File: src/rtl/uart_stream_ctrl_if.sv
// Register-window bus between the stream controller (master) and the uart (slave).
interface uart_stream_ctrl_if;
  logic        bus_select;
  logic [3:0]  bus_wstrb;
  logic [4:0]  bus_addr;
  logic [31:0] bus_wdata;
  logic        bus_ready;
  logic [31:0] bus_rdata;

  modport master (
    output bus_select, bus_wstrb, bus_addr, bus_wdata,
    input  bus_ready, bus_rdata
  );

  modport slave (
    input  bus_select, bus_wstrb, bus_addr, bus_wdata,
    output bus_ready, bus_rdata
  );
endinterface

File: src/rtl/uart_stream_ctrl.sv
// Bus-master sequencer for the uart register window: initialises the uart,
// then drains a TX byte FIFO into TXDATA and forwards received bytes as pulses.
module uart_stream_ctrl #(
  parameter logic [31:0] BAUD_PRESC   = 32'h1B2,
  parameter int          FIFO_DEPTH   = 8,
  parameter int          GUARD_CYCLES = 4
) (
  input  logic                          clk,
  input  logic                          reset_n,
  input  logic                          in_valid,
  input  logic [7:0]                    in_data,
  output logic                          in_ready,
  output logic                          rx_valid,
  output logic [7:0]                    rx_data,
  output logic [$clog2(FIFO_DEPTH):0]   fifo_level,
  output logic                          init_done,
  uart_stream_ctrl_if.master            bus
);

  localparam int PW = $clog2(FIFO_DEPTH);
  localparam int LW = PW + 1;
  localparam int GW = $clog2(GUARD_CYCLES);

  localparam logic [4:0] ADDR_CONFIG = 5'h00;
  localparam logic [4:0] ADDR_BAUD   = 5'h04;
  localparam logic [4:0] ADDR_STATUS = 5'h08;
  localparam logic [4:0] ADDR_RXDATA = 5'h0C;
  localparam logic [4:0] ADDR_TXDATA = 5'h10;

  typedef enum logic [2:0] {
    S_INIT_RST,
    S_INIT_BAUD,
    S_INIT_EN,
    S_POLL,
    S_RX_RD,
    S_RX_CLR,
    S_TX_WR,
    S_GUARD
  } state_t;

  // FSM / bus registers
  state_t          state_q, state_d;
  logic            busy_q, busy_d;      // an access has been issued and awaits bus_ready
  logic            sel_q, sel_d;
  logic [4:0]      addr_q, addr_d;
  logic [31:0]     wdata_q, wdata_d;
  logic [3:0]      wstrb_q, wstrb_d;
  logic [GW-1:0]   guard_q, guard_d;
  logic            init_done_q, init_done_d;
  logic            rx_valid_q, rx_valid_d;
  logic [7:0]      rx_data_q, rx_data_d;

  // FIFO storage and bookkeeping
  logic [7:0]      mem_q [FIFO_DEPTH];
  logic [PW-1:0]   wr_ptr_q, rd_ptr_q;
  logic [LW-1:0]   level_q;
  logic            push;
  logic            pop;
  logic [7:0]      fifo_head;

  state_t          next_state;
  state_t          issue_state;
  logic            issue_now;

  // Only the low byte and the two status flags of read data matter here.
  logic            unused_rdata_hi;
  assign unused_rdata_hi = ^bus.bus_rdata[31:8];

  assign in_ready   = init_done_q && (level_q != LW'(FIFO_DEPTH));
  assign push       = in_valid && in_ready;
  assign fifo_head  = mem_q[rd_ptr_q];
  assign fifo_level = level_q;
  assign init_done  = init_done_q;
  assign rx_valid   = rx_valid_q;
  assign rx_data    = rx_data_q;

  assign bus.bus_select = sel_q;
  assign bus.bus_addr   = addr_q;
  assign bus.bus_wdata  = wdata_q;
  assign bus.bus_wstrb  = wstrb_q;

  // Next-state logic: complete the access in flight, choose the next state and
  // issue its access in the same cycle so select follows ready without a gap.
  always_comb begin
    state_d     = state_q;
    busy_d      = busy_q;
    sel_d       = 1'b0;
    addr_d      = addr_q;
    wdata_d     = wdata_q;
    wstrb_d     = wstrb_q;
    guard_d     = guard_q;
    init_done_d = init_done_q;
    rx_valid_d  = 1'b0;
    rx_data_d   = rx_data_q;
    pop         = 1'b0;
    next_state  = state_q;
    issue_state = state_q;
    issue_now   = 1'b0;

    if (state_q == S_GUARD) begin
      if (guard_q == '0) begin
        state_d     = S_POLL;
        issue_state = S_POLL;
        issue_now   = 1'b1;
      end else begin
        guard_d = guard_q - 1'b1;
      end
    end else if (!busy_q) begin
      // First access after reset.
      issue_state = state_q;
      issue_now   = 1'b1;
    end else if (!sel_q && bus.bus_ready) begin
      case (state_q)
        S_INIT_RST:  next_state = S_INIT_BAUD;
        S_INIT_BAUD: next_state = S_INIT_EN;
        S_INIT_EN: begin
          next_state  = S_POLL;
          init_done_d = 1'b1;
        end
        S_POLL: begin
          if (bus.bus_rdata[0])
            next_state = S_RX_RD;
          else if (!bus.bus_rdata[1] && (level_q != '0))
            next_state = S_TX_WR;
          else
            next_state = S_POLL;
        end
        S_RX_RD: begin
          rx_data_d  = bus.bus_rdata[7:0];
          rx_valid_d = 1'b1;
          next_state = S_RX_CLR;
        end
        S_RX_CLR:    next_state = S_POLL;
        S_TX_WR: begin
          pop        = 1'b1;
          next_state = S_GUARD;
        end
        default:     next_state = S_INIT_RST;
      endcase
      state_d = next_state;
      if (next_state == S_GUARD) begin
        busy_d  = 1'b0;
        guard_d = GW'(GUARD_CYCLES - 1);
      end else begin
        issue_state = next_state;
        issue_now   = 1'b1;
      end
    end

    if (issue_now) begin
      sel_d  = 1'b1;
      busy_d = 1'b1;
      case (issue_state)
        S_INIT_RST:  begin addr_d = ADDR_CONFIG; wdata_d = 32'h1;             wstrb_d = 4'hF; end
        S_INIT_BAUD: begin addr_d = ADDR_BAUD;   wdata_d = BAUD_PRESC;        wstrb_d = 4'hF; end
        S_INIT_EN:   begin addr_d = ADDR_CONFIG; wdata_d = 32'h2;             wstrb_d = 4'hF; end
        S_POLL:      begin addr_d = ADDR_STATUS; wdata_d = 32'h0;             wstrb_d = 4'h0; end
        S_RX_RD:     begin addr_d = ADDR_RXDATA; wdata_d = 32'h0;             wstrb_d = 4'h0; end
        S_RX_CLR:    begin addr_d = ADDR_STATUS; wdata_d = 32'h0;             wstrb_d = 4'hF; end
        S_TX_WR:     begin addr_d = ADDR_TXDATA; wdata_d = {24'd0, fifo_head}; wstrb_d = 4'hF; end
        default:     begin sel_d = 1'b0; busy_d = busy_q; end
      endcase
    end
  end

  // FSM and bus output registers.
  always_ff @(posedge clk or negedge reset_n) begin
    if (!reset_n) begin
      state_q     <= S_INIT_RST;
      busy_q      <= 1'b0;
      sel_q       <= 1'b0;
      addr_q      <= '0;
      wdata_q     <= '0;
      wstrb_q     <= '0;
      guard_q     <= '0;
      init_done_q <= 1'b0;
      rx_valid_q  <= 1'b0;
      rx_data_q   <= '0;
    end else begin
      state_q     <= state_d;
      busy_q      <= busy_d;
      sel_q       <= sel_d;
      addr_q      <= addr_d;
      wdata_q     <= wdata_d;
      wstrb_q     <= wstrb_d;
      guard_q     <= guard_d;
      init_done_q <= init_done_d;
      rx_valid_q  <= rx_valid_d;
      rx_data_q   <= rx_data_d;
    end
  end

  // FIFO pointers and fill level; pointers wrap naturally at the power-of-two depth.
  always_ff @(posedge clk or negedge reset_n) begin
    if (!reset_n) begin
      wr_ptr_q <= '0;
      rd_ptr_q <= '0;
      level_q  <= '0;
    end else begin
      if (push) wr_ptr_q <= wr_ptr_q + 1'b1;
      if (pop)  rd_ptr_q <= rd_ptr_q + 1'b1;
      case ({push, pop})
        2'b10:   level_q <= level_q + 1'b1;
        2'b01:   level_q <= level_q - 1'b1;
        default: level_q <= level_q;
      endcase
    end
  end

  // FIFO storage; contents need no reset because the level gates every read.
  always_ff @(posedge clk) begin
    if (push) mem_q[wr_ptr_q] <= in_data;
  end

endmodule
File: src/flat_wrapper.sv
// flat-port wrapper written by rule: the top's interface ports become plain ports
module uart_stream_ctrl_flat 
#(
  parameter logic [31:0] BAUD_PRESC   = 32'h1B2,
  parameter int          FIFO_DEPTH   = 8,
  parameter int          GUARD_CYCLES = 4
)
  (clk, reset_n, in_valid, in_data, in_ready, rx_valid, rx_data, fifo_level, init_done, bus_bus_select, bus_bus_wstrb, bus_bus_addr, bus_bus_wdata, bus_bus_ready, bus_bus_rdata);
  uart_stream_ctrl_if bus_i ();
  input  logic clk;
  input  logic reset_n;
  input  logic in_valid;
  input  logic [7:0] in_data;
  output logic in_ready;
  output logic rx_valid;
  output logic [7:0] rx_data;
  output logic [$clog2(FIFO_DEPTH):0] fifo_level;
  output logic init_done;
  output wire logic [$bits(bus_i.bus_select)-1:0] bus_bus_select;
  output wire logic [$bits(bus_i.bus_wstrb)-1:0] bus_bus_wstrb;
  output wire logic [$bits(bus_i.bus_addr)-1:0] bus_bus_addr;
  output wire logic [$bits(bus_i.bus_wdata)-1:0] bus_bus_wdata;
  input wire logic [$bits(bus_i.bus_ready)-1:0] bus_bus_ready;
  input wire logic [$bits(bus_i.bus_rdata)-1:0] bus_bus_rdata;
  assign bus_bus_select = bus_i.bus_select;
  assign bus_bus_wstrb = bus_i.bus_wstrb;
  assign bus_bus_addr = bus_i.bus_addr;
  assign bus_bus_wdata = bus_i.bus_wdata;
  assign bus_i.bus_ready = bus_bus_ready;
  assign bus_i.bus_rdata = bus_bus_rdata;
  uart_stream_ctrl #(.BAUD_PRESC(BAUD_PRESC), .FIFO_DEPTH(FIFO_DEPTH), .GUARD_CYCLES(GUARD_CYCLES)) u_core (.clk(clk), .reset_n(reset_n), .in_valid(in_valid), .in_data(in_data), .in_ready(in_ready), .rx_valid(rx_valid), .rx_data(rx_data), .fifo_level(fifo_level), .init_done(init_done), .bus(bus_i));
endmodule
File: config.mk
export PLATFORM = sky130hd
export DESIGN_NAME = uart_stream_ctrl_flat
export DESIGN_NICKNAME = d
export VERILOG_FILES = /design/src/rtl/uart_stream_ctrl_if.sv /design/src/rtl/uart_stream_ctrl.sv /design/src/flat_wrapper.sv
export SDC_FILE = /design/constraint.sdc
export NUM_CORES = 1
export LEC_CHECK = 0
export CAP_MARGIN = 20
export CORE_MARGIN = 4
export CORE_UTILIZATION = 30
export DETAILED_ROUTE_END_ITERATION = 10
export GPL_TIMING_DRIVEN = 0
export PLACE_DENSITY = 0.53
export SKIP_LAST_GASP = 1
export SLEW_MARGIN = 20
export SYNTH_ARGS = -nofsm -noshare
export SYNTH_HDL_FRONTEND = slang
export SYNTH_SLANG_ARGS = --single-unit
File: constraint.sdc
create_clock -name clk -period 6.99 [get_ports clk]
set_input_delay 1.0485 -clock clk [delete_from_list [all_inputs] [get_ports clk]]
set_output_delay 1.0485 -clock clk [all_outputs]
set_load 0.01 [all_outputs]
After elaboration in Yosys (flattened, before gate mapping)
Memories as Yosys holds them, arrays and structs flattened.
Cells that the tools add are included.

word-level totals
  memories = 1
  bits in writable memories = 64
  bits in registers = 68

memories
  memory        depth  width  rd ports  clocked after memory_dff  wr ports  line                    RTL
  u_core.mem_q  8      8      1         0                         1         uart_stream_ctrl.sv:54  logic [7:0] mem_q [FIFO_DEPTH];

cells by class
  reductions and logical operators = 32
  equal/unequal tests = 20
  add/sub/neg operators = 5
  bitwise operators = 1
  muxes and demuxes = 45

operators by type and width
  operator                                                         count
  32-bit one-hot mux with 5 select lines                           1
  3-bit two-way mux                                                13
  5-bit one-hot mux with 5 select lines                            1
  3-bit == test, second input constant                             8
  1-bit two-way mux                                                22
  3-bit one-hot mux with 6 select lines                            1
  4-bit one-hot mux with 2 select lines                            2
  3-bit by 2-bit == test with 1-bit output, second input constant  4
  4-bit AND reduction                                              3
  2-bit two-way mux                                                5
  2-bit AND reduction                                              5
  2-bit nonzero test                                               5
  5-bit nonzero test                                               2
  2-bit OR reduction                                               4
  7-bit OR reduction                                               1
  3-bit by 1-bit adder with 3-bit output, second input constant    2
  3-bit by 1-bit == test with 1-bit output, second input constant  2
  3-bit logical NOT                                                2
  5-bit OR reduction                                               1
  4-bit by 1-bit adder with 4-bit output, second input constant    1
  1-bit logical AND                                                4
  2-bit != test, second input constant                             2
  4-bit != test, second input constant                             1
  4-bit nonzero test                                               1
  other kinds (9)                                                  10

Depth between registers and ports, before layout
Gate-level depths: netlist of the first run.

  depth in word-level cells = 17
  mapped depth = 11

Worst setup path before layout of the first run
No wires, ideal clock.

  path type = input to register
  start = input port bus_bus_ready
  end = register u_core.level_q[3], in the netlist u_core.fifo_level[3]
  library setup time = 128 ps
  arrival time = 2850 ps
  required time = 6862 ps
  cell stages on the path = 9
  slack = 4011 ps
  cell sequence = nand3b_1 -> nor3_1 -> ha_1 -> ha_1 -> a21o_2 -> a21oi_1 -> xnor2_1 -> nor2_1 -> xor2_1

between the ends
  word-level cells in the longest chain between the ends = 6
  elaborated cells on any way between the ends = 8

RTL lines
  item                                                                                line                     RTL
  from (decl)                                                                         flat_wrapper.sv:23       input wire logic [$bits(bus_i.bus_ready)-1:0] bus_bus_ready;
  1-bit logical AND *                                                                 uart_stream_ctrl.sv:112  end else if (!sel_q && bus.bus_ready) begin
  1-bit two-way mux *                                                                 uart_stream_ctrl.sv:112
  1-bit two-way mux *                                                                 uart_stream_ctrl.sv:108  end else if (!busy_q) begin
  1-bit two-way mux *                                                                 uart_stream_ctrl.sv:100  if (state_q == S_GUARD) begin
  net u_core.pop                                                                      uart_stream_ctrl.sv:58   logic pop;
  2-bit by 1-bit == test with 1-bit output / 2-bit == test (equally long branches)    uart_stream_ctrl.sv:202  case ({push, pop})
  4-bit one-hot mux with 2 select lines / 2-bit nonzero test (equally long branches)  n/a
  to (signal assigned)                                                                uart_stream_ctrl.sv:203  2'b10: level_q <= level_q + 1'b1;
  to (signal assigned)                                                                uart_stream_ctrl.sv:204  2'b01: level_q <= level_q - 1'b1;
  to (signal assigned)                                                                uart_stream_ctrl.sv:205  default: level_q <= level_q;
  to (decl)                                                                           uart_stream_ctrl.sv:56   logic [LW-1:0] level_q;

The timed path passes the listed nets; every way through them passes the cells marked *.
A chain may end at the register's enable or synchronous reset.

Worst setup path after layout of the first run
Same ends and word-level chain as after synthesis.

==> results of run 1 <==
## cell usage in the layout (no fill, tap or decap), drive strengths merged, types with 3 or more instances in the layout
cell type,n
nand2b,4
clkdlybuf4s50,50
ha,6
mux2i,12
nor3,6
nor4,4
nand2,23
mux4,16
o22a,4
clkbuf,10
clkinv,4
o31ai,6
a21oi,7
buf,39
nand3b,3
o21ai,3
xnor2,4
xor2,3
nor2,15
mux2,10
conb,25
inv,13
dfrtp,40
edfxtp,64
## metal layers
metal / wire length, um / vias to the layer above / GRT usage, %
met4: 99 / 0 / 2.98
li1: - / 1249 / -
met5: 0 / - / 0
met1: 3860 / 1308 / 13.4
met3: 583 / 7 / 4.78
met2: 4720 / 74 / 19.3
## critical path: stages
cell	delay, ns
clkdlybuf4s50_1	0.51
nand3b_1	0.27
nor3_1	0.64
ha_1	0.31
ha_1	0.24
a21o_2	0.21
a21oi_1	0.17
xnor2_1	0.13
nor2_1	0.06
xor2_1	0.14
## logic make-up (layout without fill, tap and decap cells)
kind of cell / after synthesis / in the layout / share of synthesized area (%)
AOI/OAI and AO/OA: 34 / 34 / 6.18
xor gates and xnor gates: 7 / 7 / 1.35
adders and majority gates: 7 / 7 / 2.09
buffers and inverters: 47 / 117 / 6.38
DFF: 104 / 104 / 64.2
muxes: 38 / 38 / 13.0
other: 1 / 25 / 0.0824
and+or+nand+nor: 63 / 63 / 6.70
## state kept, by name, summed over array words and instances (netlist names), 2 cells and up
signal,cells
u_core.bus.bus_addr,3
u_core.bus.bus_wdata,9
u_core.fifo_level,4
u_core.guard_q,2
u_core.mem_q,64
u_core.rd_ptr_q,3
u_core.rx_data,8
u_core.state_q,3
u_core.wr_ptr_q,3
## area by class of cell
class / count / area share, %
timing repair buffer: 54 / 9.60
sequential: 104 / 51.2
clock buffer: 9 / 3.94
multi-input combinational: 174 / 25.2
inverter: 11 / 0.767
buffer: 36 / 4.32
tap: 184 / 4.03
clock inverter: 7 / 0.920
## worst paths after layout
kind	start	end	slack, ns	cells after the start
hold / removal	u_core.bus.bus_addr[3]$_DFFE_PN0P_	u_core.bus.bus_addr[3]$_DFFE_PN0P_	0.48	2
min in group asynchronous	reset_n	u_core.rx_data[4]$_DFFE_PN0P_	0.65	1
setup reg to reg	u_core.bus.bus_select$_DFF_PN0_	u_core.fifo_level[3]$_DFFE_PN0P_	4.24	9
hold reg to reg	u_core.bus.bus_addr[3]$_DFFE_PN0P_	u_core.bus.bus_addr[3]$_DFFE_PN0P_	0.48	2
max in group asynchronous	reset_n	u_core.bus.bus_wdata[5]$_DFFE_PN0P_	5.86	2
setup / recovery	bus_bus_ready	u_core.fifo_level[3]$_DFFE_PN0P_	3.50	10
## metrics by stage
step / utilization, % / total power, mW / setup slack (ns)
global placement: 36.6 / 1.75 / 3.15
global route: 38.8 / 2.38 / 3.29
finish: 38.8 / 2.23 / 3.50
detailed placement: 37.0 / 1.78 / 3.09
floorplan: - / 1.44 / 4.01
CTS: 38.8 / 2.27 / 3.46
## power breakdown
group	switching (mW)	leakage [nW]	internal, mW
Clock	0.228	0.137	0.245
Sequential	0.0944	1.08	0.805
Combinational	0.431	0.975	0.423
Total	0.753	2.19	1.47
==> run metrics, run 1 <==
status=finished clean; cell with the most instances after synthesis=edfxtp_1; instance count of the mapped netlist=301; Clock Latency Late Sink=0.35 ns; port bufs=51; CP startpoint kind=input pin; Post-synth EDFFs=64; max-slew violation count=0; Overflow after GRT=0; Syn Area/Cell=15.1 sq um; Placer Congestion=0.738; Clock Root Buffer=clkbuf_16; setup_tns=0 ns; Netlist Area Pre-Place=4550 sq um; Filler Cells Inserted=1353; CTS buffer count=9; placed cells=563; area taken by multi-input logic gates=1440 sq um; DR vias/cell=4.56; Clock Skew=0.00755 ns; max-cap violation count=0; Fmax=287 MHz; Iteration-0 DRC Markers=198; flops & latches, synth=104; row cnt=44; clock slew at reported path FFs=0.07 ns; CTS tree=done; DRC errors left=0; share of cells above drive strength 1=23.5%; number of global-route vias before repair=2735; crit share post-route=49.9%; initial antenna violation count=0; DIE WIDTH=131 um; Synth area leaders=edfxtp_1 (42%), dfrtp_1 (22%), mux4_2 (7.9%), buf_4 (4.6%), mux2i_1 (2.6%); worst vdd ir=175 uV; worst-case hold slack=0.480 ns; data required time of the worst path=7.23 ns; crit-path max FO=7; initial core utilization=31.0%; Yosys top cell by area=edfxtp_1; CTS HTree Levels=3; worst endpoint data arrival time=3.73 ns; total wire length=9270 um; Fin. Hold Viols=0; io pins=101; Post-synth ARST share=38.5%; Routed WL per cell=16.0 um; PostCTS Resize Cnt=0; ANT nets after route=0; post-synth top area share=42.2%; RSZ-0062 raised after global routing=false; final net count=441; critical path capture point type=flop; relative slew slack=35.3%; Setup CP Type=input pin to flop; min Tclk post-route=3.49 ns; hpwl dp=6730 um; Hold-fix buffers, CTS=0; Die Ht=131 um; CTS Sinks=104; placed inst area=5430 sq um; Commonest cells post-synth=edfxtp_1 (64), dfrtp_1 (40), buf_4 (28), nand2_1 (23), mux4_2 (16); synth unique cells=46; Ys Warns=0; gr usage total=11.4%; Layout area overhead=25.4%; clock buffer depth=2; first-pass iteration count of the detailed router=4; ant diodes=0; Lkg Pwr=2.19 nW; design area=5710 sq um; # setup viols final=0; register area=2920 sq um; largest net degree at the start of global routing=23; vias post-DR=2638; PwrDens=390 nW/um^2; setup bufs post-CTS=0; Die ar.=17200 sq um; Hold Path Class=flop to flop; Synth Flop Type=edfxtp_1; sequential area share after synthesis=64.2%; worst slew pin tran=0.966 ns; Post-Layout Cell Count=579; core region area=14700 sq um; first-pass GRT wire length=15200 um
(Power assumes the default switching activity.)
==> run 2, diff against run 1 <==
Settings changed: PLACE_DENSITY 0.53 to 0.55.
Clock period 6.99 ns to 3.2 ns, I/O delays scaled along.
==> run metrics, run 2 (synthesized netlist as in run 1, its figures left out) <==
CP Cell Sequence=clkdlybuf4s50_1, nand3b_1, nor3_2, ha_1, ha_1, a21o_2, a21oi_1, xnor2_1, nor2_1, xor2_1; share of cells above drive strength 1=23.8%; placed cells=563; top cell family by delay on the critical path=simple AND/OR/NAND/NOR gates; row cnt=44; Routed WL per cell=15.6 um; Clock Skew=0.00860 ns; initial antenna violation count=0; relative slew slack=41.2%; slowest cell delay on critical path=0.52 ns; gr usage total=10.7%; Hold Path Class=input pin to asynchronous set/reset pin; first-pass GRT wire length=14600 um; Fmax=367 MHz; ANT nets after route=0; vias post-DR=2582; Biggest register=u_core.mem_q; clock slew at reported path FFs=0.07 ns; Layout area overhead=26.5%; worst slew pin tran=0.878 ns; most frequent cells in the layout=edfxtp_1 (64), clkdlybuf4s50_1 (50), dfrtp_1 (40); number of global-route vias before repair=2711; register area=2920 sq um; max-cap violation count=0; hpwl dp=6520 um; largest net degree at the start of global routing=22; Filler Cells Inserted=1386; CP startpoint kind=input pin; status=finished clean; Die ar.=17200 sq um; DR vias/cell=4.46; crit-path max FO=7; worst endpoint data arrival time=2.96 ns; Pwr Total=4.96 mW; DRC errors left=0; CTS Sinks=104; core region area=14700 sq um; Post-Layout Cell Count=579; CTS HTree Levels=3; Clock Root Buffer=clkbuf_16; max reg flops=64; Worst setup startpoint=bus_bus_ready; min Tclk post-route=2.72 ns; port bufs=51; commonest non-fill, non-tap cell in the layout=edfxtp_1; Die Ht=131 um; final cell utilization of the core=39.2%; Setup CP Type=input pin to flop; Hold-fix buffers, CTS=0; Fin. Hold Viols=0; CP bufs+invs=1; RR Startpoint=u_core.bus.bus_select$_DFF_PN0_; CP max stage cell=clkdlybuf4s50_1; RSZ-0062 raised after global routing=false; first-pass iteration count of the detailed router=4; worst vdd ir=343 uV; crit share post-route=85.1%; data required time of the worst path=3.43 ns; area taken by multi-input logic gates=1450 sq um; Lkg Pwr=2.21 nW; most used cell, CP=ha_1; max-slew violation count=0; # setup viols final=0; final net count=441; io pins=101; CTS tree=done; critical path capture point type=flop; ant diodes=0; CTS buffer count=9; DIE WIDTH=131 um; initial core utilization=31.0%; Iteration-0 DRC Markers=114; PwrDens=861 nW/um^2; Overflow after GRT=0; Clock Latency Late Sink=0.35 ns; Placer Congestion=0.728; total wire length=9020 um; clock buffer depth=2
-- run 2: cell types whose count changed in the layout (fill, tap and decap cells not counted) --
| cell | before | now |
|---|---|---|
| clkinv_4 | 1 | 0 |
| inv_8 | 0 | 1 |
| nor3_2 | 2 | 3 |
| inv_6 | 3 | 2 |
| clkinv_2 | 2 | 0 |
| bufinv_16 | 0 | 1 |
| nor3_1 | 4 | 3 |
| clkinv_8 | 0 | 2 |
-- run 2: final cells by class --
cell class                 instances  area share [%]
inverter                          11           0.760
sequential                       104            50.7
clock inverter                     7            1.72
multi-input combinational        174            25.1
clock buffer                       9            3.91
timing repair buffer              54            9.51
tap                              184            4.00
buffer                            36            4.28
-- run 2: metrics by stage --
stage / TNS, ns / setup slack [ns] / hold WS, ns / instance area, sq um
2_1_floorplan: 0 / 0.719 / 0.184 / 4640
3_3_place_gp: -0.193 / -0.193 / 0.466 / 5380
3_5_place_dp: -0.281 / -0.259 / 0.460 / 5430
4_1_cts: 0 / 0.164 / 0.0956 / 5760
5_1_grt: 0 / 0.297 / 0.113 / 5760
6_report: 0 / 0.476 / 0.0887 / 5760
-- run 2: repair_timing --
action                     4_1_cts  5_1_grt
setup endpoints to repair        0        1
gates resized for setup          0        1
buffers inserted                 0        0
-- run 2: worst paths after layout --
| kind | slack (ns) | cells after the start | endpoint |
|---|---|---|---|
| worst max-delay path | 0.48 | 10 | u_core.fifo_level[3]$_DFFE_PN0P_ |
| worst min-delay path | 0.09 | 1 | u_core.rx_data[7]$_DFFE_PN0P_ |
| worst max register to register | 0.67 | 9 | u_core.fifo_level[3]$_DFFE_PN0P_ |
| worst min register to register | 0.48 | 2 | u_core.bus.bus_wdata[8]$_DFFE_PN0P_ |
| max in group asynchronous | 2.63 | 2 | u_core.rd_ptr_q[0]$_DFFE_PN0P_ |
| min in group clk | 0.48 | 2 | u_core.bus.bus_wdata[8]$_DFFE_PN0P_ |
-- run 2: per-layer routing --
| layer | vias up | GRT usage (%) | share of wire, % |
|---|---|---|---|
| met5 | - | 0 | 0 |
| met4 | 0 | 3.33 | 1.4 |
| met3 | 11 | 3.59 | 6.4 |
| met2 | 72 | 17.4 | 48 |
| met1 | 1249 | 13.7 | 45 |
| li1 | 1250 | - | - |
-- run 2: power by group --
part           total (mW)  internal, mW  switching, mW
Sequential           1.96          1.76          0.204
Clock                1.16         0.631          0.525
Combinational        1.84         0.923          0.922
Total                4.96          3.31           1.65
